$ cat config.mk
export PLATFORM = sky130hd
export DESIGN_NAME = uart_line_receiver
export DESIGN_NICKNAME = d
export VERILOG_FILES = /design/src/rtl/uart_line_receiver.sv
export SDC_FILE = /design/constraint.sdc
export NUM_CORES = 1
export LEC_CHECK = 0
export ABC_CLOCK_PERIOD_IN_PS = 3800
export CAP_MARGIN = 20
export CORE_ASPECT_RATIO = 0.75
export CORE_MARGIN = 2
export CORE_UTILIZATION = 45
export CTS_BUF_LIST = sky130_fd_sc_hd__clkbuf_2 sky130_fd_sc_hd__clkbuf_4 sky130_fd_sc_hd__clkbuf_8
export DETAILED_ROUTE_END_ITERATION = 6
export PLACE_DENSITY = 0.67
export SYNTH_ARGS = -nofsm -noshare
export SYNTH_HDL_FRONTEND = slang
export SYNTH_SLANG_ARGS = --single-unit
$ cat constraint.sdc
create_clock -name i_clk -period 3.8 [get_ports i_clk]
set_input_delay 0.38 -clock i_clk [delete_from_list [all_inputs] [get_ports i_clk]]
set_output_delay 0.38 -clock i_clk [all_outputs]
set_load 0.02 [all_outputs]
$ cat src/rtl/uart_line_receiver.sv
// Line assembler fed from a buffered UART receive FIFO over a four-phase
// handshake; collects characters until LF and holds the line for a consumer.
module uart_line_receiver #(
  parameter int ADDR_BITS = 6
) (
  input  logic                 i_clk,
  input  logic                 i_rst,
  input  logic                 i_empty,
  output logic                 o_read_req,
  input  logic                 i_read_ack,
  input  logic [10:0]          i_data_in,
  output logic                 o_line_ready,
  output logic [ADDR_BITS:0]   o_line_length,
  output logic                 o_line_error,
  output logic                 o_line_overflow,
  input  logic [ADDR_BITS-1:0] i_rd_addr,
  output logic [7:0]           o_rd_data,
  input  logic                 i_line_release
);

  // state     | meaning
  // FETCH     | idle, waiting for FIFO data with readAck low
  // WAIT_ACK  | readReq high, waiting for readAck
  // WAIT_DROP | word taken, waiting for readAck to fall
  // READY     | complete line held for the consumer
  typedef enum logic [1:0] {FETCH, WAIT_ACK, WAIT_DROP, READY} state_t;

  localparam int DEPTH = 2 ** ADDR_BITS;
  localparam logic [ADDR_BITS:0] FULL = (ADDR_BITS + 1)'(DEPTH);

  state_t               r_state;
  logic [7:0]           r_mem [DEPTH];
  logic [ADDR_BITS:0]   r_count;
  logic                 r_term;
  logic                 r_read_req;
  logic                 r_line_ready;
  logic                 r_line_error;
  logic                 r_line_overflow;
  logic [7:0]           r_rd_data;

  logic [7:0] w_char;
  logic       w_flag;
  logic       w_is_lf;
  logic       w_is_cr;
  logic       w_capture;
  logic       w_store;
  logic       w_wr_en;

  assign w_char    = i_data_in[7:0];
  assign w_flag    = |i_data_in[10:8];
  assign w_is_lf   = (w_char == 8'h0A);
  assign w_is_cr   = (w_char == 8'h0D);
  assign w_capture = (r_state == WAIT_ACK) && i_read_ack;
  // A flagged CR is kept so the consumer can see what arrived damaged
  assign w_store   = w_capture && !w_is_lf && (!w_is_cr || w_flag);
  assign w_wr_en   = w_store && (r_count < FULL) && !i_rst;

  always_ff @(posedge i_clk) begin
    if (w_wr_en) r_mem[r_count[ADDR_BITS-1:0]] <= w_char;
  end

  always_ff @(posedge i_clk) begin
    if (i_rst) begin
      r_state         <= FETCH;
      r_read_req      <= 1'b0;
      r_line_ready    <= 1'b0;
      r_line_error    <= 1'b0;
      r_line_overflow <= 1'b0;
      r_count         <= '0;
      r_term          <= 1'b0;
      r_rd_data       <= 8'h00;
    end else begin
      r_rd_data <= r_mem[i_rd_addr];
      case (r_state)
        FETCH: begin
          // readAck must be low first so a handshake torn by reset is not reused
          if (!i_empty && !i_read_ack) begin
            r_read_req <= 1'b1;
            r_state    <= WAIT_ACK;
          end
        end
        WAIT_ACK: begin
          if (i_read_ack) begin
            r_read_req <= 1'b0;
            r_term     <= w_is_lf;
            r_state    <= WAIT_DROP;
            if (w_flag) r_line_error <= 1'b1;
            if (w_store) begin
              if (r_count < FULL) r_count <= r_count + 1'b1;
              else                r_line_overflow <= 1'b1;
            end
          end
        end
        WAIT_DROP: begin
          if (!i_read_ack) begin
            if (r_term) begin
              r_line_ready <= 1'b1;
              r_state      <= READY;
            end else begin
              r_state <= FETCH;
            end
          end
        end
        READY: begin
          if (i_line_release) begin
            r_line_ready    <= 1'b0;
            r_line_error    <= 1'b0;
            r_line_overflow <= 1'b0;
            r_count         <= '0;
            r_state         <= FETCH;
          end
        end
        default: r_state <= FETCH;
      endcase
    end
  end

  assign o_read_req      = r_read_req;
  assign o_line_ready    = r_line_ready;
  assign o_line_length   = r_count;
  assign o_line_error    = r_line_error;
  assign o_line_overflow = r_line_overflow;
  assign o_rd_data       = r_rd_data;

endmodule

# Word level (Yosys, flattened, before mapping)
# Memories as Yosys holds them, arrays and structs flattened. A register that Yosys moved wholly into a read port is not among the register bits.
# Index checks and enable logic that the tools add are counted.
word_totals:
  ff_bits: 14
  ramBits: 512
  inputBits: 22
  word_cells: 75
  memories: 1
op_classes:
  add_sub_neg: 1
  n_lt_le_gt_ge: 1
  eq_ne: 14
  muxes: 27
  reduce_logical: 24
mem_list:
  columns: ["memory", "words", "width", "read_ports", "rd_clocked_by_memory_dff", "write_ports", "line_no", "source"]
  rows:
  - ["r_mem", 64, 8, 1, 1, 1, "32", "logic [7:0] r_mem [DEPTH];"]
ops:
  columns: ["operator", "n"]
  rows:
  - ["7-bit 2-to-1 mux", 4]
  - ["8-bit by 4-bit == test with 1-bit output, second input constant", 2]
  - ["2-bit inequality test, second input constant", 8]
  - ["7-bit case mux with 2 select lines", 1]
  - ["1-bit 2-to-1 mux", 12]
  - ["4-bit AND reduction", 3]
  - ["2-bit 2-to-1 mux", 5]
  - ["5-bit AND reduction", 2]
  - ["1-bit case mux with 2 select lines", 4]
  - ["2-bit case mux with 4 select lines", 1]
  - ["7-bit by 1-bit adder with 7-bit output, second input constant", 1]
  - ["7-bit less-than comparator, second input constant", 1]
  - ["1-bit logical AND", 6]
  - ["2-bit nonzero test", 3]
  - ["1-bit zero test", 5]
  - ["2-bit == test, second input constant", 2]
  - ["3-bit AND reduction", 1]
  - ["3-bit OR reduction", 1]
  - ["2-bit by 1-bit == test with 1-bit output, second input constant", 1]
  - ["2-bit zero test", 1]
  - ["2-bit by 1-bit inequality test with 1-bit output, second input constant", 1]
  - ["2-bit AND reduction", 1]
  - ["1-bit logical OR", 1]

# Depth between registers and ports, before layout
# Gate-level depths: netlist (run 1).
logic_depth:
  depth_word: 8
  depth_mapped: 9
  ltp_nobuf: 5

# Least setup slack after synthesis (run 1)
# Ideal clock, no wire load.
synth_timing:
  path_type: "flip-flop to flip-flop"
  start: "register r_state[0]"
  end: "memory r_mem[56][0] (enable)"
  setup_time_ps: 371
  arrival_time_ps: 1888
  required_time_ps: 3429
  slack_ps: 1541
  stages_incl_launch_ff: 8
  path_buffers: 2
  path_cell_list: "dfxtp_1 > inv_2 > or3_4 > a211oi_2 > buf_6 > buf_6 > nand3b_4 > nor2_1"
synth_between:
  elab_chain_len: 8
synth_rtl:
  columns: ["item", "line_no", "source"]
  rows:
  - ["from (decl)", "31", "state_t r_state;"]
  - ["from (signal assigned)", "64", "r_state <= FETCH;"]
  - ["from (signal assigned)", "79", "r_state <= WAIT_ACK;"]
  - ["from (signal assigned)", "86", "r_state <= WAIT_DROP;"]
  - ["2-bit by 1-bit == test with 1-bit output", "53", "assign w_capture = (r_state == WAIT_ACK) && i_read_ack;"]
  - ["1-bit logical AND", "53", null]
  - ["1-bit logical AND (2 in series)", "55", "assign w_store = w_capture && !w_is_lf && (!w_is_cr || w_flag);"]
  - ["1-bit logical AND (2 in series)", "56", "assign w_wr_en = w_store && (r_count < FULL) && !i_rst;"]
  - ["1-bit 2-to-1 mux", "59", "if (w_wr_en) r_mem[r_count[ADDR_BITS-1:0]] <= w_char;"]
  - ["1-bit 2-to-1 mux (not written as such)", "59", null]
  - ["to (decl)", "32", null]
# Every way passes these cells.

# Final worst setup path (run 1)
layout_timing:
  start: "input i_data_in[4]"
  end: "memory r_mem[30][6] (enable)"
layout_between:
  elab_chain_len: 8
  word_cells_on_any_way: 11
  cone_classes: "2 x eq/ne; 2 x mux; 7 x reduce/logical"
layout_rtl:
  columns: ["item", "line_no", "source"]
  rows:
  - ["from (decl)", "11", "input logic [10:0] i_data_in,"]
  - ["8-bit by 4-bit == test with 1-bit output (on tied branches)", "51, 52", null]
  - ["1-bit zero test", "55", null]
  - ["1-bit logical AND or 1-bit logical OR (tied branches)", "55", null]
  - ["1-bit logical AND *", "55", null]
  - ["1-bit logical AND * (2 in series)", "56", null]
  - ["1-bit 2-to-1 mux *", "59", null]
  - ["1-bit 2-to-1 mux (not written as such) *", "59", null]
# Every way passes the cells marked *; elsewhere a longest branch is shown, timed or not.

==> flow_summary.json, run 1 <==
{
  "drt_drc_violations_left": 0,
  "yosysSeqAreaShare_pct": 75.7,
  "synth_top_area_share_pct": 73.6,
  "total_power_mw": 11.5,
  "grt_pass1_vias": 10600,
  "path_cells": "dlygate4sd3_1, buf_2, nor4_1, and2_1, a211oi_2, buf_4, nand4_2, nor2_1",
  "ir_drop_v": 0.000306,
  "leakage_nw": 7.53,
  "ys_warn_count": 0,
  "clk_path_buf_depth": 3,
  "clk_latency_ns": 0.64,
  "vias": 10900,
  "clock-sinks": 534,
  "cts_buffers": 76,
  "fin_cells": 1808,
  "coreArea_um2": 45900,
  "syn_area_um2": 20900,
  "slowest_stage": "nor2_1",
  "seqCellArea_um2": 15800,
  "power.density_nw_per_um2": 485,
  "end_kind": "flip-flop",
  "dieArea_um2": 48200,
  "drive_gt1_share_pct": 28.8,
  "post-cts-setup-buffer-count": 0,
  "ant_nets": 0,
  "fp.dieH_um": 191,
  "avgSynthCellArea_um2": 20.3,
  "design_area_um2": 23700,
  "rsz0062_at_grt": "false",
  "grtUsageTotal_pct": 21.8,
  "clk_pin_slew_ns": 0.07,
  "syn_to_final_growth_pct": 13.4,
  "synth-edff-count": 512,
  "drv_slew": 0,
  "yosysMostFrequentCell": "edfxtp_1",
  "nets": 1181,
  "grt_pass1_wl_um": 74300,
  "cp_max_fo": 21,
  "post_dp_cell_area_um2": 22200,
  "fin_skew_ns": 0.0379,
  "worst_ep_arrival_time_ns": 3.40,
  "start_util_pct": 45.5,
  "rows": 68,
  "synth_top_area_cell": "edfxtp_1",
  "max_stage_delay_ns": 0.76,
  "status": "finished clean",
  "drt_first_iter_violations": 1387,
  "grt_max_degree": 65,
  "dp_hpwl_um": 31500,
  "worst_setup_path_start_kind": "input pin",
  "synthCells": 1027,
  "cp_num_buf_inv": 3,
  "finalCritPeriodShare_pct": 82.8,
  "final-setup-viol-count": 0,
  "nFillCells": 3655,
  "ys.flop_type": "edfxtp_1",
  "ys_types": 59,
  "async_flop_share_pct": 0,
  "dp.cells": 1673,
  "viasPerCell": 6.04,
  "wl_um": 50800,
  "slew_headroom_pct": 42.0,
  "dr.pass1.iters": 6,
  "timing.final.hold_violations": 0,
  "wl_per_cell_um": 28.1,
  "cts_max_level": 3,
  "grt_overflow": 0,
  "cp_data_required_time_ns": 4.05,
  "antenna_found_initial": 4,
  "multiInputGateArea_um2": 4710,
  "path_delay_family": "simple AND/OR/NAND/NOR gates",
  "path_class": "in -> reg",
  "cts_tree": "done",
  "hold_slack_ns": 0.141,
  "clock-root-buffer": "clkbuf_8",
  "hold_path_class": "in -> reg",
  "ioPinCount": 41,
  "numPortBuffers": 40,
  "synth_common_cells": "edfxtp_1 (512), mux4_2 (128), nor2_1 (96), nand2_1 (23), dfxtp_1 (22)",
  "tightest_slew_ns": 0.869,
  "ys_ff_latch": 534,
  "cap_violations": 0,
  "tns_ns": 0,
  "synth_nets": 1050,
  "max_freq_mhz": 318,
  "n_antenna_cell": 0,
  "globalplace.congestion": 0.887,
  "period_needed_ns": 3.15,
  "dieWidth_um": 253,
  "ys_top_cells_by_area": "edfxtp_1 (74%), mux4_2 (14%), dfxtp_1 (2.1%), nor2_1 (1.7%), mux2i_1 (0.77%)"
}
-- final cells by class --
class | instances | area share [%]
repair buffers | 108 | 3.98
flip-flops and latches | 534 | 66.8
multi-input cells | 432 | 19.9
inverters | 6 | 0.0951
clock inverters | 29 | 0.771
well taps | 595 | 3.14
clock buffers | 104 | 5.33
-- per-layer routing --
layer / vias up / part of all wire (%) / GRT usage [%] / wire length, µm
li1: 4508 / - / - / -
met1: 5680 / 44 / 33.7 / 22200
met2: 655 / 43 / 30.3 / 22000
met3: 79 / 11 / 6.13 / 5690
met4: 2 / 1.9 / 5.74 / 986
met5: - / 0.026 / 0 / 13
-- path summary, 6_finish.rpt --
kind                                start                      endpoint  slack [ns]  cells past startpoint
max                          i_data_in[4]        r_mem[30][6]$_DFFE_PP_        0.65                      8
min                          i_data_in[0]        r_mem[59][0]$_DFFE_PP_        0.14                      1
max reg2reg       r_state[0]$_SDFFE_PP0P_        r_mem[30][6]$_DFFE_PP_        0.76                      6
min reg2reg  o_line_overflow$_SDFFE_PP0P_  o_line_overflow$_SDFFE_PP0P_        0.45                      2
-- placed cells by master, fill, tap and decap left out, types with 4 or more instances in the layout --
| master | netlist | routed |
|---|---|---|
| buf_2 | 17 | 8 |
| nor2b_1 | 4 | 4 |
| inv_1 | 5 | 5 |
| clkdlybuf4s50_1 | 0 | 29 |
| nor2_1 | 96 | 96 |
| mux4_2 | 128 | 128 |
| a31oi_1 | 4 | 4 |
| clkinv_2 | 0 | 10 |
| nand2_1 | 23 | 23 |
| o2111ai_1 | 4 | 4 |
| nand3b_1 | 7 | 7 |
| edfxtp_1 | 512 | 512 |
| a21oi_1 | 13 | 13 |
| nand3_1 | 10 | 10 |
| clkinv_1 | 0 | 15 |
| o22ai_1 | 21 | 21 |
| mux2_2 | 8 | 8 |
| clkbuf_4 | 0 | 27 |
| nand2b_1 | 9 | 9 |
| dfxtp_1 | 22 | 22 |
| o221ai_1 | 6 | 6 |
| clkbuf_8 | 0 | 77 |
| buf_4 | 10 | 63 |
| mux2i_1 | 16 | 16 |
| o21ai_0 | 21 | 21 |
| or3_1 | 4 | 4 |
| nor3_1 | 9 | 9 |
| buf_12 | 0 | 4 |
-- what timing repair did --
action / 4_1_cts / 5_1_grt
gates resized for setup: 0 / 0
hold buffers: 0 / 1
hold endpoints to repair: 0 / 1
setup endpoints to repair: 0 / 0
-- power breakdown --
group	leakage [nW]	switching (mW)	internal (mW)
combinational	1.98	0.384	0.230
clock	0.773	2.11	2.29
sequential	4.78	0.0163	6.46
-- registers in the layout, summed over array words and instances (netlist names) --
register / count
r_mem: 512
o_rd_data: 8
o_line_length: 7
r_state: 2
o_line_error: 1
o_line_overflow: 1
o_line_ready: 1
o_read_req: 1
r_term: 1
-- per-stage QoR --
stage	setup WS [ns]	utilization, %
2_1_floorplan	1.54	-
3_3_place_gp	0.404	48.3
3_5_place_dp	0.349	48.3
4_1_cts	0.799	51.5
5_1_grt	0.570	51.5
6_report	0.652	51.5
-- cells by family after synthesis --
kind of cell	after synthesis	share of synthesized area (%)
and+or+nand+nor	185	4.45
buffers and inverters	61	1.74
AOI/OAI and AO/OA	94	3.04
adders and majority gates	1	0.0599
DFF	534	75.7
muxes	152	15.0
(Power assumes the default switching activity.)
==> inputs of run 2 (changes only) <==
--- a/config.mk
+++ b/config.mk
@@ -5,7 +5,7 @@
 export SDC_FILE = /design/constraint.sdc
 export NUM_CORES = 1
 export LEC_CHECK = 0
-export ABC_CLOCK_PERIOD_IN_PS = 3800
+export ABC_CLOCK_PERIOD_IN_PS = 3160
 export CAP_MARGIN = 20
 export CORE_ASPECT_RATIO = 0.75
 export CORE_MARGIN = 2
==> constraint.sdc (replaced) <==
create_clock -name i_clk -period 3.16 [get_ports i_clk]
set_input_delay 0.316 -clock i_clk [delete_from_list [all_inputs] [get_ports i_clk]]
set_output_delay 0.316 -clock i_clk [all_outputs]
set_load 0.02 [all_outputs]
==> flow_summary.json, run 2 (synthesis results as in run 1) <==
{
  "clock-sinks": 534,
  "hold_path_class": "in -> reg",
  "power.density_nw_per_um2": 579,
  "design_area_um2": 24100,
  "final_cell_mix": "edfxtp_1 (512), mux4_2 (128), buf_4 (115)",
  "grt_pass1_vias": 10900,
  "rows": 68,
  "cts_tree": "done",
  "antenna_found_initial": 4,
  "vias": 10900,
  "final_common_cell": "edfxtp_1",
  "post-cts-setup-buffer-count": 0,
  "dp.cells": 1727,
  "clock-root-buffer": "clkbuf_8",
  "rsz0062_at_grt": "false",
  "status": "finished clean",
  "cp_data_required_time_ns": 3.49,
  "fin_skew_ns": 0.0306,
  "nFillCells": 3560,
  "finalCritPeriodShare_pct": 83.2,
  "syn_to_final_growth_pct": 15.6,
  "wl_per_cell_um": 27.5,
  "ant_nets": 0,
  "grt_overflow": 0,
  "post_dp_cell_area_um2": 22600,
  "slew_headroom_pct": 45.3,
  "nets": 1235,
  "largest_reg_flops": 512,
  "leakage_nw": 7.82,
  "post-place-ws_ns": 0.202,
  "dieArea_um2": 48200,
  "start_util_pct": 45.5,
  "clk_path_buf_depth": 3,
  "worst_setup_path_start_kind": "flip-flop",
  "numPortBuffers": 40,
  "n_antenna_cell": 0,
  "setup_slack_ns": 0.531,
  "cap_violations": 0,
  "cts_buffers": 78,
  "drv_slew": 0,
  "total_power_mw": 14.0,
  "worst_ep_arrival_time_ns": 2.96,
  "grt_pass1_wl_um": 74700,
  "grtUsageTotal_pct": 21.8,
  "dieWidth_um": 253,
  "dp_hpwl_um": 32100,
  "cts_resized": 0,
  "period_needed_ns": 2.63,
  "tightest_slew_ns": 0.820,
  "clk_pin_slew_ns": 0.06,
  "cts_max_level": 3,
  "final-setup-viol-count": 0,
  "coreArea_um2": 45900,
  "fin_cells": 1865,
  "drt_first_iter_violations": 1358,
  "holdBufCountCts": 0,
  "wl_um": 51300,
  "clk_latency_ns": 0.65,
  "drt_drc_violations_left": 0,
  "tns_ns": 0,
  "grt_max_degree": 65,
  "cp_max_fo": 8,
  "dr.pass1.iters": 6,
  "ir_drop_v": 0.000456,
  "viasPerCell": 5.86,
  "globalplace.congestion": 0.861,
  "max_freq_mhz": 380,
  "end_kind": "flip-flop",
  "hold_slack_ns": 0.0569,
  "ioPinCount": 41,
  "fp.dieH_um": 191,
  "drive_gt1_share_pct": 31.7,
  "timing.final.hold_violations": 0,
  "postLayoutCoreUtil_pct": 52.5,
  "path_class": "reg -> reg"
}
## run 2: cell types whose count changed in the layout (fill, tap and decap cells not counted), sizes merged
cell and change:
clkinvlp +2, buf +53, clkinv -2, clkbuf +5, dlygate4sd3 -1
## run 2: final cells by class
type                       count  area [µm²]  share of cell area [%]
tap                          595         744                    3.08
timing repair buffer         160        1340                    5.54
clock inverter                29         183                   0.757
sequential                   534       15800                    65.5
multi-input combinational    432        4710                    19.5
clock buffer                 109        1330                    5.51
inverter                       6        22.5                  0.0933
## run 2: critical path, cell delays in order (launching register included)
cell      delay, ns
dfxtp_1        0.46
inv_2          0.09
or3_4          0.40
a211oi_2       0.23
buf_4          0.25
nand2_2        0.18
nor2_1         0.42
buf_4          0.29
## run 2: worst paths after layout
kind / slack [ns] / from / depth (start not counted) / end
setup / recovery: 0.53 / r_state[0]$_SDFFE_PP0P_ / 7 / r_mem[23][1]$_DFFE_PP_
hold / removal: 0.06 / i_data_in[2] / 4 / r_term$_SDFFE_PP0P_
setup reg to reg: 0.53 / r_state[0]$_SDFFE_PP0P_ / 7 / r_mem[23][1]$_DFFE_PP_
hold reg to reg: 0.46 / o_line_overflow$_SDFFE_PP0P_ / 2 / o_line_overflow$_SDFFE_PP0P_
## run 2: report_power, final
group	internal (mW)	switching [mW]	leakage (nW)
logic	0.294	0.464	2.25
registers	7.77	0.0125	4.78
clock network	2.88	2.56	0.792
total	10.9	3.04	7.82
## run 2: routing by layer
layer / routed length (µm) / up-vias / global-route usage (%)
met4: 1130 / 2 / 6.58
met3: 5580 / 92 / 7.28
met5: 13 / - / 0
met2: 22300 / 598 / 30.8
met1: 22300 / 5616 / 32.3
li1: - / 4625 / -
